===== src/rtl/decoder_sel_sequencer.sv =====
// Channel-scan sequencer producing the 3-bit select code for decoder_3to8.
// Optional freeze input enabled by defining DECODER_SEQ_PAUSE_EN.
module decoder_sel_sequencer #(
  parameter int DWELL_W = 8
) (
  input  logic               clk,
  input  logic               rst_n,
  input  logic               start,
  input  logic               stop,
`ifdef DECODER_SEQ_PAUSE_EN
  input  logic               pause,
`endif
  input  logic               continuous,
  input  logic [7:0]         ch_mask,
  input  logic [DWELL_W-1:0] dwell,
  output logic [2:0]         sel,
  output logic               sel_valid,
  output logic               busy,
  output logic               sweep_done,
  output logic               err_no_ch
);

  typedef enum logic {IDLE = 1'b0, DWELL = 1'b1} state_t;

  localparam logic [7:0] ABOVE_BASE = 8'hFE;

  state_t             state_q;
  logic [2:0]         sel_q;
  logic               sel_valid_q, busy_q, sweep_done_q, err_q;
  logic [DWELL_W-1:0] cnt_q, dwell_q;
  logic [7:0]         mask_q;
  logic               cont_q;

  logic               hold;
  logic [7:0]         above;
  logic [2:0]         next_sel, first_sel, start_sel;

  function automatic logic [2:0] lowest_idx(input logic [7:0] m);
    lowest_idx = 3'd0;
    for (int i = 7; i >= 0; i--)
      if (m[i]) lowest_idx = i[2:0];
  endfunction

`ifdef DECODER_SEQ_PAUSE_EN
  assign hold = pause;
`else
  assign hold = 1'b0;
`endif

  // Priority search over channels strictly above the current one.
  assign above     = mask_q & (ABOVE_BASE << sel_q);
  assign next_sel  = lowest_idx(above);
  assign first_sel = lowest_idx(mask_q);
  assign start_sel = lowest_idx(ch_mask);

  always_ff @(posedge clk or negedge rst_n) begin
    if (!rst_n) begin
      state_q      <= IDLE;
      sel_q        <= 3'd0;
      sel_valid_q  <= 1'b0;
      busy_q       <= 1'b0;
      sweep_done_q <= 1'b0;
      err_q        <= 1'b0;
      cnt_q        <= '0;
      dwell_q      <= '0;
      mask_q       <= 8'd0;
      cont_q       <= 1'b0;
    end else begin
      sweep_done_q <= 1'b0;
      err_q        <= 1'b0;
      case (state_q)
        IDLE: begin
          if (start && !stop) begin
            if (ch_mask != 8'd0) begin
              mask_q      <= ch_mask;
              dwell_q     <= dwell;
              cont_q      <= continuous;
              sel_q       <= start_sel;
              cnt_q       <= dwell;
              sel_valid_q <= 1'b1;
              busy_q      <= 1'b1;
              state_q     <= DWELL;
            end else begin
              err_q <= 1'b1;
            end
          end
        end
        DWELL: begin
          if (stop) begin
            sel_valid_q <= 1'b0;
            busy_q      <= 1'b0;
            state_q     <= IDLE;
          end else if (hold) begin
            cnt_q <= cnt_q;
          end else if (cnt_q != '0) begin
            cnt_q <= cnt_q - 1'b1;
          end else if (above != 8'd0) begin
            sel_q <= next_sel;
            cnt_q <= dwell_q;
          end else begin
            sweep_done_q <= 1'b1;
            if (cont_q) begin
              sel_q <= first_sel;
              cnt_q <= dwell_q;
            end else begin
              sel_valid_q <= 1'b0;
              busy_q      <= 1'b0;
              state_q     <= IDLE;
            end
          end
        end
        default: state_q <= IDLE;
      endcase
    end
  end

  assign sel        = sel_q;
  assign sel_valid  = sel_valid_q;
  assign busy       = busy_q;
  assign sweep_done = sweep_done_q;
  assign err_no_ch  = err_q;

endmodule

===== config.mk =====
export PLATFORM = sky130hd
export DESIGN_NAME = decoder_sel_sequencer
export DESIGN_NICKNAME = d
export VERILOG_FILES = /design/src/rtl/decoder_sel_sequencer.sv
export SDC_FILE = /design/constraint.sdc
export NUM_CORES = 1
export LEC_CHECK = 0
export CAP_MARGIN = 20
export CORE_ASPECT_RATIO = 2
export CORE_MARGIN = 2
export CORE_UTILIZATION = 45
export CTS_CLUSTER_DIAMETER = 100
export CTS_CLUSTER_SIZE = 8
export DETAILED_ROUTE_END_ITERATION = 8
export GPL_TIMING_DRIVEN = 0
export PLACE_DENSITY = 0.73
export SLEW_MARGIN = 20
export SYNTH_ARGS = -nofsm -noshare
export SYNTH_HDL_FRONTEND = slang
export SYNTH_SLANG_ARGS = --single-unit

===== constraint.sdc =====
create_clock -name clk -period 3.2 [get_ports clk]
set_clock_uncertainty 0.2 [all_clocks]
set_input_delay 0.32 -clock clk [delete_from_list [all_inputs] [get_ports clk]]
set_output_delay 0.32 -clock clk [all_outputs]
set_load 0.005 [all_outputs]

-- Word-level counts from Yosys, hierarchy flattened
Cells that the tools add are included.
Widths: inputs -> output; s select.
- $add $sub $neg: 1
- equality and inequality tests: 9
- shift-type cells: 1
- mux-type cells: 59
- bitwise operators: 2
- reductions and logical operators: 9
- operator list (kind ; number):
    $mux 3 ; 30
    $mux 8 ; 6
    $reduce_bool 8->1 ; 3
    $mux 1 ; 19
    $pmux 8 s2 ; 1
    $reduce_and 5->1 ; 2
    $ne 3x3->1 const B ; 3
    $and 8x8->8 ; 1
    $ne 2x2->1 const B ; 4
    $shl 8x3->8 const A ; 1
    $sub 8x1->8 const B ; 1
    $pmux 3 s2 ; 1
    $ne 4x1->1 const B ; 1
    $pmux 1 s2 ; 2
    $reduce_and 4->1 ; 1
    $ne 3x1->1 const B ; 1
    $reduce_and 3->1 ; 1
    $logic_and 1x1->1 ; 1
    $logic_not 1->1 ; 1
    $not 1->1 ; 1
- flip-flop bits (word level): 32
- bits of input ports: 21
- output and inout bits: 7

-- Logic depth before layout (Yosys ltp)
Gate-level depths: netlist of the first run.
- depth after elaboration: 14
- mapped depth: 10
- gate-level depth less buffers: 8

-- Least setup slack after synthesis of the first run
OpenSTA, ideal clock, no wires.
- path kind: register -> register
- start point: register cnt_q[2]
- end point: register cnt_q[1]
- arrival time: 2.090 ns
- path slack: 0.785 ns
- cell stages (with the launch flop): 8
- path buffers: 2
- period minus slack after synthesis: 2.415 ns
- path through: dfrtp_1 -> nor4_1 -> or3b_1 -> buf_6 -> nor4_2 -> o21bai_1 -> buf_6 -> mux2_4
- cells in the longest elaborated chain, start to end: 4
- elaborated cells on any way between the ends: 6
- classes of those cells: eq/ne: 1; mux: 3; reduce/logical: 2
- ends and longest elaborated chain (element ; RTL line ; text):
    from (decl) ; 30 ; logic [DWELL_W-1:0] cnt_q, dwell_q;
    from (signal assigned) ; 79 ; cnt_q <= dwell;
    from (signal assigned) ; 94 ; cnt_q <= cnt_q;
    from (signal assigned) ; 96 ; cnt_q <= cnt_q - 1'b1;
    $reduce_bool 8->1 (*) ; 95 ; end else if (cnt_q != '0) begin
    $mux 8 ; 95 ;
    $mux 8 ; 89 ; if (stop) begin
    $pmux 8 s2 ; 71 ; case (state_q)
Mark *: on every way between the ends. The rest lies on a longest branch, timed or not. The select of a mux whose other input is x is not followed.
A chain may end at the register's enable or synchronous reset.

-- Final worst setup path of the first run
- start point: input ch_mask[1]
- end point: register mask_q[7]
- cells in the longest elaborated chain, start to end: 2
- ends and longest elaborated chain (element ; RTL line ; text):
    from (decl) ; 14 ; input logic [7:0] ch_mask,
    $reduce_bool 8->1 ; 74 ; if (ch_mask != 8'd0) begin
    $reduce_and 3->1 (no line) ; -- ;
    to (signal assigned) ; 75 ; mask_q <= ch_mask;
    to (decl) ; 31 ; logic [7:0] mask_q;
Every way passes these cells.

==> results_dict.tcl, run 1 <==
set metrics [dict create \
    ys_seq_elements 32 \
    clock_path_buffers 2 \
    numCtsBuffers 5 \
    root_buffer "clkbuf_8" \
    route.detailed.drc 0 \
    mappedNetlistArea_sq_um 1898 \
    cpMostUsedCell "clkbuf_1" \
    diodes 0 \
    fmax_mhz 361.1 \
    grt_first_pass_wirelength_mm 7.265 \
    cts_resized 0 \
    finalHoldViolations 0 \
    vias 1570 \
    die_area_sq_um 4785 \
    avgSynthCellArea_sq_um 10.20 \
    yosysSeqAreaShare_pct 42.19 \
    p_per_area_nw_per_um2 665.7 \
    tightestPinTransition_ns 0.6004 \
    slew_headroom_pct 59.97 \
    timing.final.crit_period_ns 2.769 \
    route.antenna.remaining_nets 0 \
    grt_overflow_total 0 \
    hp-class "input pin to async pin" \
    ios 28 \
    crit_slowest_cell "clkdlybuf4s50_1" \
    yosysWarningCount 0 \
    finalNonFillerCells 275 \
    grt_use_total_pct 20.48 \
    crit_required_ns 3.18 \
    outcome "completed" \
    synth_most_common_cell "dfrtp_1" \
    core_area_sq_um 4088 \
    synth_top_area_share_pct 42.19 \
    wl_per_cell_um 16.15 \
    dp.cells 266 \
    critPathKind "input pin to register" \
    synthToLayoutAreaGrowth_pct 24.13 \
    row_count 33 \
    routed_wl_mm 4.441 \
    crit_chain "clkdlybuf4s50_1 -> nor4_1 -> nand2_1 -> and4_1 -> clkbuf_1 -> clkbuf_1 -> mux2_2" \
    cts_setup_buffers 0 \
    drt_iter0_markers 53 \
    die_h_um 95.85 \
    p_total_uw 1568 \
    initial_core_util_pct 46.43 \
    rsz0062_at_grt "no" \
    final_max_slew_viol_count 0 \
    ys_top_cells_by_count "dfrtp_1, mux2_2, a21oi_1, nor2_1, inv_1" \
    cp.buffers_inverters 3 \
    setup_tns_ns 0 \
    maxCapViolCount 0 \
    syn_inst 186 \
    place_area_sq_um 2256 \
    syn_nets 209 \
    period_share_pct 86.54 \
    insertion_delay_ns 0.29 \
    synth.area.top_cells "dfrtp_1, mux2_2, mux2_4" \
    holdBufCountCts 1 \
    cp_max_fo 10 \
    synth-edff-count 0 \
    yosysUniqueCellTypes 40 \
    nNetsFinal 245 \
    cp-start-kind "input pin" \
    fin_area_sq_um 2356 \
    critical_path.max_stage_delay_ns 0.57 \
    worstPathArrival_ns 2.75 \
    clk_pin_slew_ns 0.07 \
    async_reset_ff_share_pct 100.0 \
    die_w_um 49.93 \
    htreeDepth 2 \
    cts_tree "yes" \
    drive_gt1_share_pct 20.18 \
    clock-sinks 32 \
    endpoint_kind "register" \
    numPortBuffers 27 \
    leakage_uw 0.0009631 \
    grt_pass1_vias 1545 \
    grt_max_degree 22 \
    synthFlopType "dfrtp_1" \
    dr.pass1.iters 4 \
    hold_ws_ns 0.2527 \
    cp_top_family "buffers and inverters" \
    viasPerCell 5.709 \
    antenna_found_initial 0 \
    setup_viol 0 \
    max-vdd-ir-drop_v 0.0003885 \
    synth_area_leader_cell "dfrtp_1" \
    hpwl_mm 3.353 \
    place_congestion 0.8059 \
]
## registers in the layout (all words and copies together), names as in the netlist
name and count:
cnt_q 8, dwell_q 8, mask_q 8, sel 3, busy 1, cont_q 1
err_no_ch 1, state_q 1, sweep_done 1
## worst paths after layout
path | start | to | slack (ns) | cells after the start
worst max-delay path | ch_mask[1] | mask_q[7]$_DFFE_PN0P_ | 0.43 | 7
worst min-delay path | rst_n | mask_q[6]$_DFFE_PN0P_ | 0.25 | 2
worst max register to register | sel[2]$_DFFE_PN0P_ | sel[2]$_DFFE_PN0P_ | 0.47 | 7
worst min register to register | dwell_q[6]$_DFFE_PN0P_ | dwell_q[6]$_DFFE_PN0P_ | 0.31 | 1
max in group asynchronous | rst_n | dwell_q[4]$_DFFE_PN0P_ | 2.13 | 3
min in group clk | dwell_q[6]$_DFFE_PN0P_ | dwell_q[6]$_DFFE_PN0P_ | 0.31 | 1
## power by group
part	total [uW]	internal (uW)	switching (uW)	leakage, uW
logic	588	337	252	0.000533
clock network	330	175	155	0.0000455
registers	650	517	133	0.000385
total	1570	1030	540	0.000963
## area by class of cell
cell class,instances,area [sq um]
clock buffer,8,90.09
fill,350,1732
timing repair buffer,29,302.8
multi-input combinational,134,1003
sequential,32,800.8
tap,52,65.06
buffer,9,52.55
inverter,11,41.29
## stage by stage
stage          setup slack, ns  util [%]
2_1_floorplan           0.7853         -
3_3_place_gp            0.1025     54.64
3_5_place_dp            0.1217     55.19
4_1_cts                 0.4267     57.64
5_1_grt                 0.2459     57.64
6_report                0.4307     57.64
## per-layer routing
layer | track usage (%) | part of all wire, % | vias to the layer above
li1 | - | - | 751
met1 | 20.26 | 37 | 769
met2 | 38.11 | 55 | 36
met3 | 4.503 | 3.3 | 14
met4 | 12.04 | 4.0 | 0
met5 | 0 | 0 | -
## kinds of logic (layout without fill, tap and decap cells)
family,Yosys count,count (layout),share of synthesized area (%)
compound gates,44,44,14.96
fa+ha+maj,2,2,1.318
flops,32,32,42.19
mux,32,32,20.30
buf+inv,20,57,4.944
simple gates,52,52,14.44
xor+xnor,4,4,1.846
## cell usage in the layout, fill, tap and decap left out, types with 2 or more instances in the layout
cell type / count
xnor2_1: 3
ha_1: 2
mux2_2: 24
o2bb2ai_1: 3
a21bo_2: 2
clkdlybuf4s50_1: 26
nor3_1: 6
or3_1: 2
o21ai_0: 9
clkbuf_1: 8
nand2b_1: 4
nand3_1: 2
a31oi_1: 4
dfrtp_1: 32
o31ai_1: 2
nor2b_1: 3
nor4_1: 6
inv_1: 11
buf_6: 2
a21oi_1: 14
clkbuf_8: 6
nand2_1: 9
o211ai_1: 2
nor2_1: 14
mux2_4: 7
No activity file was read; power rests on OpenSTA's default activity.
==> run 2: changes to the inputs <==
--- a/config.mk
+++ b/config.mk
@@ -9,7 +9,7 @@
 export CORE_ASPECT_RATIO = 2
 export CORE_MARGIN = 2
 export CORE_UTILIZATION = 45
-export CTS_CLUSTER_DIAMETER = 100
+export CTS_CLUSTER_DIAMETER = 40
 export CTS_CLUSTER_SIZE = 8
 export DETAILED_ROUTE_END_ITERATION = 8
 export GPL_TIMING_DRIVEN = 0
==> results of run 2 <==
Final layout, timing and power as in run 1 (identical DEF).
==> run 3: changes to the inputs <==
--- a/config.mk
+++ b/config.mk
@@ -12,7 +12,6 @@
 export CTS_CLUSTER_DIAMETER = 40
 export CTS_CLUSTER_SIZE = 8
 export DETAILED_ROUTE_END_ITERATION = 8
-export GPL_TIMING_DRIVEN = 0
 export PLACE_DENSITY = 0.73
 export SLEW_MARGIN = 20
 export SYNTH_ARGS = -nofsm -noshare
==> run 3 against run 2 <==
  * Clock-buffer cell count stayed put
  * Critical endpoint is now cnt_q[6]$_DFFE_PN0P_
  * First-iteration DRC count decreased by 34%
  * Register-to-register slack gained 0.08 ns
  * Combinational power is 4.3% lower
  * Core utilization is 1.1 points lower
  * Via count unchanged
  * Hold slack got worse by 0.019 ns
==> results_dict.tcl, run 3 (same netlist as run 1, synthesis figures left out) <==
set metrics [dict create \
    numPortBuffers 27 \
    drive_gt1_share_pct 21.20 \
    grt_pass1_vias 1617 \
    die_w_um 49.93 \
    endpoint_kind "register" \
    busiest_layer "met2" \
    final_util_pct 56.57 \
    holdBufCountCts 0 \
    leakage_uw 0.0009519 \
    numCtsBuffers 5 \
    p_per_area_nw_per_um2 669.1 \
    final_max_slew_viol_count 0 \
    final_common_cell "dfrtp_1" \
    post-place-ws_ns 0.3613 \
    hp-class "input pin to async pin" \
    insertion_delay_ns 0.28 \
    hpwl_mm 3.288 \
    htreeDepth 2 \
    worstPathArrival_ns 2.62 \
    multiInputGateArea_sq_um 1007 \
    antenna_found_initial 0 \
    grt_first_pass_wirelength_mm 7.334 \
    drt_iter0_markers 35 \
    cp_max_fo 9 \
    ios 28 \
    synthToLayoutAreaGrowth_pct 21.82 \
    grt_use_met2_pct 39.44 \
    cts_setup_buffers 0 \
    die_h_um 95.85 \
    maxCapViolCount 0 \
    nFillCells 357 \
    grt_use_met1_pct 18.96 \
    root_buffer "clkbuf_8" \
    timing.final.crit_period_ns 2.650 \
    fmax_mhz 377.4 \
    cts_resized 0 \
    grt_max_degree 33 \
    initial_core_util_pct 46.43 \
    route.detailed.drc 0 \
    final_cell_mix "dfrtp_1, clkdlybuf4s50_1, mux2_2" \
    setup_viol 0 \
    setup_ws_ns 0.5501 \
    top_regs "cnt_q: 8 flops, dwell_q: 8 flops, mask_q: 8 flops" \
    cts_tree "yes" \
    outcome "completed" \
    routed_wl_mm 4.326 \
    setup_tns_ns 0 \
    wl_per_cell_um 16.08 \
    diodes 0 \
    vias 1570 \
    nNetsFinal 239 \
    rsz0062_at_grt "no" \
    ff_latch_area_sq_um 800.8 \
    period_share_pct 82.81 \
    crit_required_ns 3.17 \
    cp-start-kind "register" \
    tightestPinTransition_ns 0.6538 \
    finalHoldViolations 0 \
    viasPerCell 5.836 \
    place_congestion 0.7958 \
    clk_pin_slew_ns 0.07 \
    row_count 33 \
    slew_headroom_pct 56.38 \
    core_area_sq_um 4088 \
    grt_overflow_total 0 \
    route.antenna.remaining_nets 0 \
    die_area_sq_um 4785 \
    dr.pass1.iters 5 \
    hold_ws_ns 0.2336 \
    met3_usage_pct 4.503 \
    grt_use_total_pct 20.87 \
    critPathKind "register to register" \
    clock-sinks 32 \
    max-vdd-ir-drop_v 0.0003520 \
    clock_path_buffers 2 \
]
==> run 3: cell types whose count changed in the layout (fill, tap and decap cells not counted), sizes merged <==
| cell | before | now |
|---|---|---|
| dlygate4sd3 | 1 | 0 |
| clkdlybuf4s50 | 26 | 27 |
| clkbuf | 14 | 8 |
==> run 3: worst max-delay path: stages, from the launching register on <==
cell      delay (ns)
dfrtp_1         0.45
nor4_1          0.47
or3b_1          0.43
nor4_2          0.32
o21bai_2        0.29
mux2_4          0.36
==> run 3: report_power, final <==
group	leakage, uW	switching (uW)	internal, uW
logic	0.000522	235	328
clock network	0.0000455	141	175
registers	0.000385	151	517
total	0.000952	527	1020
==> run 3: path summary, 6_finish.rpt <==
path	from	endpoint	slack (ns)	depth (start not counted)
setup / recovery	cnt_q[2]$_DFFE_PN0P_	cnt_q[6]$_DFFE_PN0P_	0.55	5
hold / removal	rst_n	dwell_q[0]$_DFFE_PN0P_	0.23	2
setup reg to reg	cnt_q[2]$_DFFE_PN0P_	cnt_q[6]$_DFFE_PN0P_	0.55	5
hold reg to reg	dwell_q[3]$_DFFE_PN0P_	dwell_q[3]$_DFFE_PN0P_	0.31	1
max in group asynchronous	rst_n	dwell_q[7]$_DFFE_PN0P_	2.25	2
min in group clk	dwell_q[3]$_DFFE_PN0P_	dwell_q[3]$_DFFE_PN0P_	0.31	1
==> run 3: area by class of cell <==
| cell class | count | area share, % |
|---|---|---|
| Clock buffer | 8 | 3.896 |
| Multi-Input combinational cell | 134 | 43.56 |
| Timing Repair Buffer | 32 | 13.31 |
| Sequential cell | 32 | 34.63 |
| Inverter | 11 | 1.786 |
| Tap cell | 52 | 2.814 |
==> run 3: layer usage <==
| layer | routed length (um) | vias to the layer above |
|---|---|---|
| met5 | 0 | - |
| met4 | 225 | 0 |
| met3 | 145 | 15 |
| met2 | 2447 | 46 |
| met1 | 1508 | 768 |
| li1 | - | 741 |
==> run 3: metrics by stage <==
stage,instance area (sq um),total power (uW),cells
2_1_floorplan,1898,1044,186
3_3_place_gp,2218,1220,261
3_5_place_dp,2218,1235,261
4_1_cts,2308,1559,269
5_1_grt,2312,1661,269
6_report,2312,1547,269
